File: config.mk
export PLATFORM = sky130hd
export DESIGN_NAME = karatsuba_split_sched_66bit_flat
export DESIGN_NICKNAME = d
export VERILOG_FILES = /design/src/rtl/karatsuba_split_sched_66bit_if.sv /design/src/rtl/karatsuba_split_sched_66bit.sv /design/src/flat_wrapper.sv
export SDC_FILE = /design/constraint.sdc
export NUM_CORES = 1
export LEC_CHECK = 0
export CAP_MARGIN = 20
export CORE_UTILIZATION = 49
export DETAILED_ROUTE_END_ITERATION = 12
export GPL_TIMING_DRIVEN = 0
export PLACE_DENSITY = 0.84
export REMOVE_ABC_BUFFERS = 1
export SYNTH_ARGS = -nofsm -noshare
export SYNTH_HDL_FRONTEND = slang
export SYNTH_SLANG_ARGS = --single-unit
export TNS_END_PERCENT = 50
File: constraint.sdc
create_clock -name clk -period 5.7 [get_ports clk]
set_input_delay 0.57 -clock clk [delete_from_list [all_inputs] [get_ports clk]]
set_output_delay 0.57 -clock clk [all_outputs]
set_load 0.005 [all_outputs]
File: src/rtl/karatsuba_split_sched_66bit_if.sv
// Operand-pair input / Karatsuba sub-pair output handshake bundle.
// master: the side that supplies operand pairs and drains sub-pairs.
// slave:  the split/schedule block itself.
interface karatsuba_split_sched_66bit_if #(
    parameter int unsigned n     = 66,
    parameter int unsigned TAG_W = 4
) ();

    localparam int unsigned h = n / 2;

    logic             in_valid;
    logic             in_ready;
    logic [n-1:0]     in_a;
    logic [n-1:0]     in_b;

    logic             out_valid;
    logic             out_ready;
    logic [h-1:0]     out_a;
    logic [h-1:0]     out_b;
    logic [1:0]       out_sel;
    logic             out_last;
    logic [TAG_W-1:0] out_tag;

    logic             busy;

    modport master (
        output in_valid, in_a, in_b, out_ready,
        input  in_ready, out_valid, out_a, out_b, out_sel, out_last, out_tag, busy
    );

    modport slave (
        input  in_valid, in_a, in_b, out_ready,
        output in_ready, out_valid, out_a, out_b, out_sel, out_last, out_tag, busy
    );

endinterface

File: src/rtl/karatsuba_split_sched_66bit.sv
// Karatsuba operand splitter / sub-pair scheduler for a 66x66 GF(2) product.
// Latches one operand pair, then issues (lo, lo^hi, hi) half-width sub-pairs
// to a shared 33x33 sub-multiplier, one per output handshake, tagged per pair.
// Optional feature macro: KA_SPLIT_PIPE_EN -- accept the next pair in the
// cycle the high sub-pair hands off, removing the idle bubble between pairs.
module karatsuba_split_sched_66bit #(
    parameter int unsigned n     = 66,
    parameter int unsigned TAG_W = 4
) (
    input  logic                          clk,
    input  logic                          rst,
    karatsuba_split_sched_66bit_if.slave  bus
);

    localparam int unsigned h = n / 2;

    typedef enum logic [1:0] {
        IDLE    = 2'd0,
        ISS_LO  = 2'd1,
        ISS_MID = 2'd2,
        ISS_HI  = 2'd3
    } state_t;

    state_t           state;
    state_t           state_nx;

    logic [h-1:0]     a_lo;
    logic [h-1:0]     a_hi;
    logic [h-1:0]     b_lo;
    logic [h-1:0]     b_hi;

    logic [TAG_W-1:0] tag_cnt;
    logic [TAG_W-1:0] cur_tag;

    logic             in_ready_c;
    logic             busy_c;
    logic             accept_c;
    logic             issue_c;

    logic [h-1:0]     out_a_c;
    logic [h-1:0]     out_b_c;
    logic [1:0]       out_sel_c;
    logic             out_last_c;

    assign busy_c   = (state != IDLE);
    assign issue_c  = busy_c && bus.out_ready;
    assign accept_c = bus.in_valid && in_ready_c;

    // Input acceptance window; the pipelined build also opens it on the
    // high sub-pair's handoff cycle, creating an out_ready -> in_ready path.
`ifdef KA_SPLIT_PIPE_EN
    assign in_ready_c = (state == IDLE) || ((state == ISS_HI) && bus.out_ready);
`else
    assign in_ready_c = (state == IDLE);
`endif

    // State register.
    always_ff @(posedge clk or posedge rst) begin
        if (rst) begin
            state <= IDLE;
        end else begin
            state <= state_nx;
        end
    end

    // Next-state: each issue state advances only on an output handshake.
    always_comb begin
        state_nx = state;
        case (state)
            IDLE: begin
                if (accept_c) begin
                    state_nx = ISS_LO;
                end
            end
            ISS_LO: begin
                if (issue_c) begin
                    state_nx = ISS_MID;
                end
            end
            ISS_MID: begin
                if (issue_c) begin
                    state_nx = ISS_HI;
                end
            end
            ISS_HI: begin
                if (issue_c) begin
                    state_nx = accept_c ? ISS_LO : IDLE;
                end
            end
            default: begin
                state_nx = IDLE;
            end
        endcase
    end

    // Operand halves captured on accept; untouched while not ready.
    always_ff @(posedge clk or posedge rst) begin
        if (rst) begin
            a_lo <= '0;
            a_hi <= '0;
            b_lo <= '0;
            b_hi <= '0;
        end else if (accept_c) begin
            a_lo <= bus.in_a[h-1:0];
            a_hi <= bus.in_a[n-1:h];
            b_lo <= bus.in_b[h-1:0];
            b_hi <= bus.in_b[n-1:h];
        end
    end

    // Pair tag: running counter plus the copy frozen for the pair in flight.
    always_ff @(posedge clk or posedge rst) begin
        if (rst) begin
            tag_cnt <= '0;
            cur_tag <= '0;
        end else if (accept_c) begin
            cur_tag <= tag_cnt;
            tag_cnt <= tag_cnt + TAG_W'(1);
        end
    end

    // Sub-pair decode from state and held operands; zero when idle.
    always_comb begin
        out_a_c    = '0;
        out_b_c    = '0;
        out_sel_c  = 2'd0;
        out_last_c = 1'b0;
        case (state)
            ISS_LO: begin
                out_a_c   = a_lo;
                out_b_c   = b_lo;
                out_sel_c = 2'd0;
            end
            ISS_MID: begin
                out_a_c   = a_lo ^ a_hi;
                out_b_c   = b_lo ^ b_hi;
                out_sel_c = 2'd1;
            end
            ISS_HI: begin
                out_a_c    = a_hi;
                out_b_c    = b_hi;
                out_sel_c  = 2'd2;
                out_last_c = 1'b1;
            end
            default: begin
            end
        endcase
    end

    assign bus.in_ready  = in_ready_c;
    assign bus.out_valid = busy_c;
    assign bus.busy      = busy_c;
    assign bus.out_a     = out_a_c;
    assign bus.out_b     = out_b_c;
    assign bus.out_sel   = out_sel_c;
    assign bus.out_last  = out_last_c;
    assign bus.out_tag   = cur_tag;

`ifndef SYNTHESIS
    // Selector code 3 is never produced.
    a_sel_legal: assert property (@(posedge clk) disable iff (rst) out_sel_c != 2'd3);
    // The last flag only appears on a valid sub-pair.
    a_last_valid: assert property (@(posedge clk) disable iff (rst) !out_last_c || busy_c);
`endif

endmodule

File: src/flat_wrapper.sv
// flat-port wrapper written by rule: the top's interface ports become plain ports
module karatsuba_split_sched_66bit_flat 
#(
    parameter int unsigned n     = 66,
    parameter int unsigned TAG_W = 4
)
  (clk, rst, bus_in_valid, bus_in_a, bus_in_b, bus_out_ready, bus_in_ready, bus_out_valid, bus_out_a, bus_out_b, bus_out_sel, bus_out_last, bus_out_tag, bus_busy);
  karatsuba_split_sched_66bit_if #(.n(n), .TAG_W(TAG_W)) bus_i ();
  input  logic clk;
  input  logic rst;
  input wire logic [$bits(bus_i.in_valid)-1:0] bus_in_valid;
  input wire logic [$bits(bus_i.in_a)-1:0] bus_in_a;
  input wire logic [$bits(bus_i.in_b)-1:0] bus_in_b;
  input wire logic [$bits(bus_i.out_ready)-1:0] bus_out_ready;
  output wire logic [$bits(bus_i.in_ready)-1:0] bus_in_ready;
  output wire logic [$bits(bus_i.out_valid)-1:0] bus_out_valid;
  output wire logic [$bits(bus_i.out_a)-1:0] bus_out_a;
  output wire logic [$bits(bus_i.out_b)-1:0] bus_out_b;
  output wire logic [$bits(bus_i.out_sel)-1:0] bus_out_sel;
  output wire logic [$bits(bus_i.out_last)-1:0] bus_out_last;
  output wire logic [$bits(bus_i.out_tag)-1:0] bus_out_tag;
  output wire logic [$bits(bus_i.busy)-1:0] bus_busy;
  assign bus_i.in_valid = bus_in_valid;
  assign bus_i.in_a = bus_in_a;
  assign bus_i.in_b = bus_in_b;
  assign bus_i.out_ready = bus_out_ready;
  assign bus_in_ready = bus_i.in_ready;
  assign bus_out_valid = bus_i.out_valid;
  assign bus_out_a = bus_i.out_a;
  assign bus_out_b = bus_i.out_b;
  assign bus_out_sel = bus_i.out_sel;
  assign bus_out_last = bus_i.out_last;
  assign bus_out_tag = bus_i.out_tag;
  assign bus_busy = bus_i.busy;
  karatsuba_split_sched_66bit #(.n(n), .TAG_W(TAG_W)) u_core (.clk(clk), .rst(rst), .bus(bus_i));
endmodule
[After elaboration in Yosys (flattened, before gate mapping)]
Cells that the tools add are included.
Storage, ports and cells
  flip-flop bits (word level): 142
  input bits: 136
  word-level logic and storage cells: 32
Cells by class
  add/sub/neg operators: 1
  equality and inequality tests: 7
  mux-type cells: 10
  bitwise logic cells: 2
  reductions and logical operators: 5
Operators by type and width (number)
  $pmux W33 S3: 2
  $xor A33 B33 Y33: 2
  $mux W2: 4
  $pmux W2 S4: 1
  $ne A2 B1 Y1 const B: 3
  $add A4 B1 Y4 const B: 1
  $eq A2 B2 Y1 const B: 2
  $pmux W2 S2: 1
  $reduce_and A4 Y1: 1
  $eq A2 B1 Y1 const B: 1
  $logic_and A1 B1 Y1: 2
  $logic_not A2 Y1: 1
  $mux W1: 2
  $ne A2 B2 Y1 const B: 1
  $reduce_bool A2 Y1: 1

[Longest topological paths before layout]
  word-level depth: 5
  depth in mapped cells: 9
  depth with buffers taken out: 5

[Least setup slack after synthesis]
OpenSTA, ideal clock, no wires.
  kind: register to output
  from: register u_core.state[0]
  to: output bus_out_a[10]
  arrival time: 1.535 ns
  data required time: 5.130 ns
  path slack: 3.595 ns
  cell stages (with the launch flop): 8
  path through: dfrtp_1 > inv_1 > ha_1 > clkbuf_1 > clkbuf_1 > nor2b_1 > o21ai_0 > a21oi_1
Between the ends
  cells in the longest elaborated chain, start to end: 2
  elaborated cells between the ends (all ways): 4
Ends and longest elaborated chain
  start: declaration: RTL line karatsuba_split_sched_66bit.sv:24  | state_t state;
  start signal: assignment: RTL line karatsuba_split_sched_66bit.sv:62  | state <= state_nx;
  $eq A2 B2 Y1 or $eq A2 B1 Y1 (tied branches): RTL line karatsuba_split_sched_66bit.sv:128  | case (state)
  $pmux W33 S3 (*): RTL line karatsuba_split_sched_66bit.sv:128
  end: declaration: RTL line flat_wrapper.sv:17  | output wire logic [$bits(bus_i.out_a)-1:0] bus_out_a;
Every way passes the cells marked *; elsewhere a longest branch is shown, timed or not.

[Worst setup path in the final report]
  from: register u_core.state[0]
  to: output bus_out_a[14]
The elaborated chain is that of the path after synthesis.

==> impl_metrics.toml <==
[synth]
mapped_cell_area_um2 = 7550
ys.warnings.count = 0
yosys.area.top_type = "dfrtp_1"
synth.avg_cell_area_um2 = 11.1
synth-async-reset-ratio = 1.00
synth-edff-count = 0
ys_seq_elements = 142
ys_seq_area_frac = 0.471
synth.most_common_cell = "dfrtp_1"
cell_count_after_synthesis = 682
synth_largest_type_area_fraction = 0.471
netlist_top_cells_count = "dfrtp_1 (142), nor2b_1 (123), o21ai_0 (123)"
synthTopCellsByArea = "dfrtp_1 (47%), mux2_2 (13%), nor2b_1 (10%)"
synth_cell_types = 23
dominantRegCellSynth = "dfrtp_1"

[place]
dpl.hpwl_um = 11900
count_of_buffers_from_port_buffering = 211
numPlacedInstances = 1034
place.gp.congestion = 0.740
detailed_place.area_um2 = 9800

[setup_path]
arrival_ps = 2940
critical_path.endpoint_type = "output pin"
reg_to_reg_critical_path_endpoint = "u_core.b_lo[7]$_DFFE_PP0P_"
critPathLaunchType = "flip-flop"
ff2ff_setup_slack_ps = 2420
timing.setup.critical_path_class = "reg2out"
worst-path-max-fanout = 74
crit-reg2reg-launch = "u_core.state[0]$_DFFE_PP0P_"
r2r_cells = 6
critical_path_required_ps = 5130

[floorplan]
core_area_um2 = 15100
floorplan.rows = 45
die_height_um = 126
die_footprint_um2 = 15900
floorplan.initialDensity = 0.499
chipWidth_um = 126
io_pins = 212

[layout]
drive_above_1_share = 0.201
fillerInstances = 1125
final-seq-area_um2 = 3550
layout.nets = 1008
final_cells = 1065
area_of_combinational_cells_with_multiple_inputs_um2 = 3740
area.growth.synth_to_final_pct = 37.6
number_of_antenna_repair_diodes = 0
final_design_area_no_fill_um2 = 10400

[timing]
hold_violations_final = 0
min_period_over_period = 0.617
minimum_clock_period_after_layout_ps = 3510
setup_viol_count_final = 0
timing.max_slew.rel_slack = 0.389
grt_setup_unrepaired = "no"
achievable-frequency_mhz = 285
timing_worst_slew_pin_value_ps = 917
drv_slew = 0
finalClockSkew_ps = 8.98

[min_path]
hold-path-endpoint = "u_core.tag_cnt[3]$_DFFE_PP0P_"
min_path_type = "reg2reg"
worstHoldStart = "u_core.tag_cnt[3]$_DFFE_PP0P_"
number_of_cells_on_the_worst_hold_path = 1

[drt]
drt-vias-per-instance = 5.47
detail_route.first_pass.iterations = 6
drt_first_iter_violations = 286
detail-route-antenna-nets = 0
route.detailed.wl_per_inst_um = 17.4
finalWirelength_um = 18600
routed-via-count = 5826
drc = 0

[power]
max-vdd-ir-drop_mv = 0.706
power.static_leakage_nw = 4.13
cellPowerDensity_nw_per_um2 = 597

[grt]
antenna_found_initial = 0
first_global_vias = 6004
global_route.overflow_total = 0
globalRouteTotalUtil = 0.240
grt_pass1_wl_um = 29900
largest_net_degree_at_the_start_of_global_routing = 75

[clocking]
clockBufferDepth = 2
cts_max_level = 4
cts_setup_buffers = 0
cts_sinks = 142
root_buffer = "clkbuf_16"
insertion_delay_ps = 410
post_cts_hold_buffer_count = 0
tritoncts = "built"
post_cts_resize_count = 0
clk_pin_slew_worst_paths_ps = 60
number_of_buffers_created_by_cts = 17

[outcome]
outcome = "finished clean"

[flow_run]
drv.max_cap_violation_count = 0
-- stage by stage --
step | hold WS (ps) | setup slack, ps | total power [mW] | TNS (ps) | util
3_3_place_gp | 463 | -3450 | 5.06 | -567870 | 0.635
6_report | 489 | 2190 | 6.20 | 0 | 0.686
4_1_cts | 485 | 2160 | 6.24 | 0 | 0.686
2_1_floorplan | 442 | -676 | 3.70 | -82890 | -
5_1_grt | 504 | 1970 | 6.61 | 0 | 0.686
3_5_place_dp | 474 | 2440 | 5.08 | 0 | 0.647
-- cells by family (layout without fill, tap and decap cells) --
family | Yosys count | in the layout | share of synthesized area
buffers and inverters | 57 | 252 | 0.0388
flip-flops | 142 | 142 | 0.471
multiplexers | 138 | 138 | 0.230
AND/OR/NAND/NOR | 134 | 134 | 0.108
AO/OA/AOI/OAI | 196 | 196 | 0.132
XOR/XNOR | 8 | 8 | 0.00928
adder cells (fa/ha/maj) | 7 | 7 | 0.0116
-- worst max path at each step --
| stage | startpoint | end | slack [ps] | cells past startpoint |
|---|---|---|---|---|
| final | u_core.state[0]$_DFFE_PP0P_ | bus_out_a[14] | 2190 | 7 |
| after floorplan | u_core.state[0]$_DFFE_PP0P_ | u_core.tag_cnt[3]$_DFFE_PP0P_ | -680 | 5 |
| after CTS | u_core.state[0]$_DFFE_PP0P_ | bus_out_a[14] | 2160 | 7 |
| after global placement | u_core.state[0]$_DFFE_PP0P_ | u_core.tag_cnt[3]$_DFFE_PP0P_ | -3450 | 5 |
| after global routing | u_core.state[0]$_DFFE_PP0P_ | bus_out_a[10] | 1970 | 7 |
| after detailed placement | u_core.state[0]$_DFFE_PP0P_ | u_core.b_lo[7]$_DFFE_PP0P_ | 2440 | 6 |
-- metal layers --
| layer | vias up | routed length [um] | GRT usage |
|---|---|---|---|
| met5 | - | 0 | 0 |
| met2 | 148 | 9260 | 0.412 |
| met3 | 28 | 968 | 0.0641 |
| li1 | 2727 | - | - |
| met4 | 0 | 427 | 0.0978 |
| met1 | 2923 | 7900 | 0.286 |
-- cells in the final DEF, fill, tap and decap left out, drive strengths merged, types with 2 or more instances in the layout --
cell type | synthesis | routed
a21oi | 66 | 66
a22oi | 5 | 5
buf | 22 | 6
bufinv | 0 | 3
clkbuf | 31 | 25
clkdlybuf4s50 | 0 | 211
clkinv | 0 | 2
dfrtp | 142 | 142
ha | 7 | 7
inv | 4 | 4
mux2 | 138 | 138
nand2 | 7 | 7
nor2b | 123 | 123
o21ai | 123 | 123
xnor2 | 3 | 3
xor2 | 5 | 5
-- where the power goes --
| group | total, mW | internal, mW | switching, mW |
|---|---|---|---|
| combinational | 3.16 | 1.90 | 1.26 |
| clock | 1.12 | 0.720 | 0.398 |
| sequential | 1.93 | 1.53 | 0.394 |
| total | 6.20 | 4.16 | 2.05 |
-- flip-flops by register name, summed over array words and instances, names as in the netlist --
signal,count
u_core.b_lo,33
u_core.tag_cnt,4
u_core.a_lo,33
u_core.a_hi,33
u_core.state,2
u_core.bus.out_tag,4
u_core.b_hi,33
-- final cells by class --
type	count	share of cell area
Sequential cell	142	0.342
Inverter	4	0.00193
Multi-Input combinational cell	483	0.360
Timing Repair Buffer	217	0.217
Clock buffer	25	0.0467
Clock inverter	6	0.0104
Tap cell	188	0.0226
-- worst max-delay path, cell delays in order, from the launching register on --
cell and delay (ps):
dfrtp_1 400, inv_1 230, ha_4 510, buf_12 310, nor2b_1 190, o21ai_0 90, a21oi_1 210, clkdlybuf4s50_1 540
No activity file was read; power rests on OpenSTA's default activity.
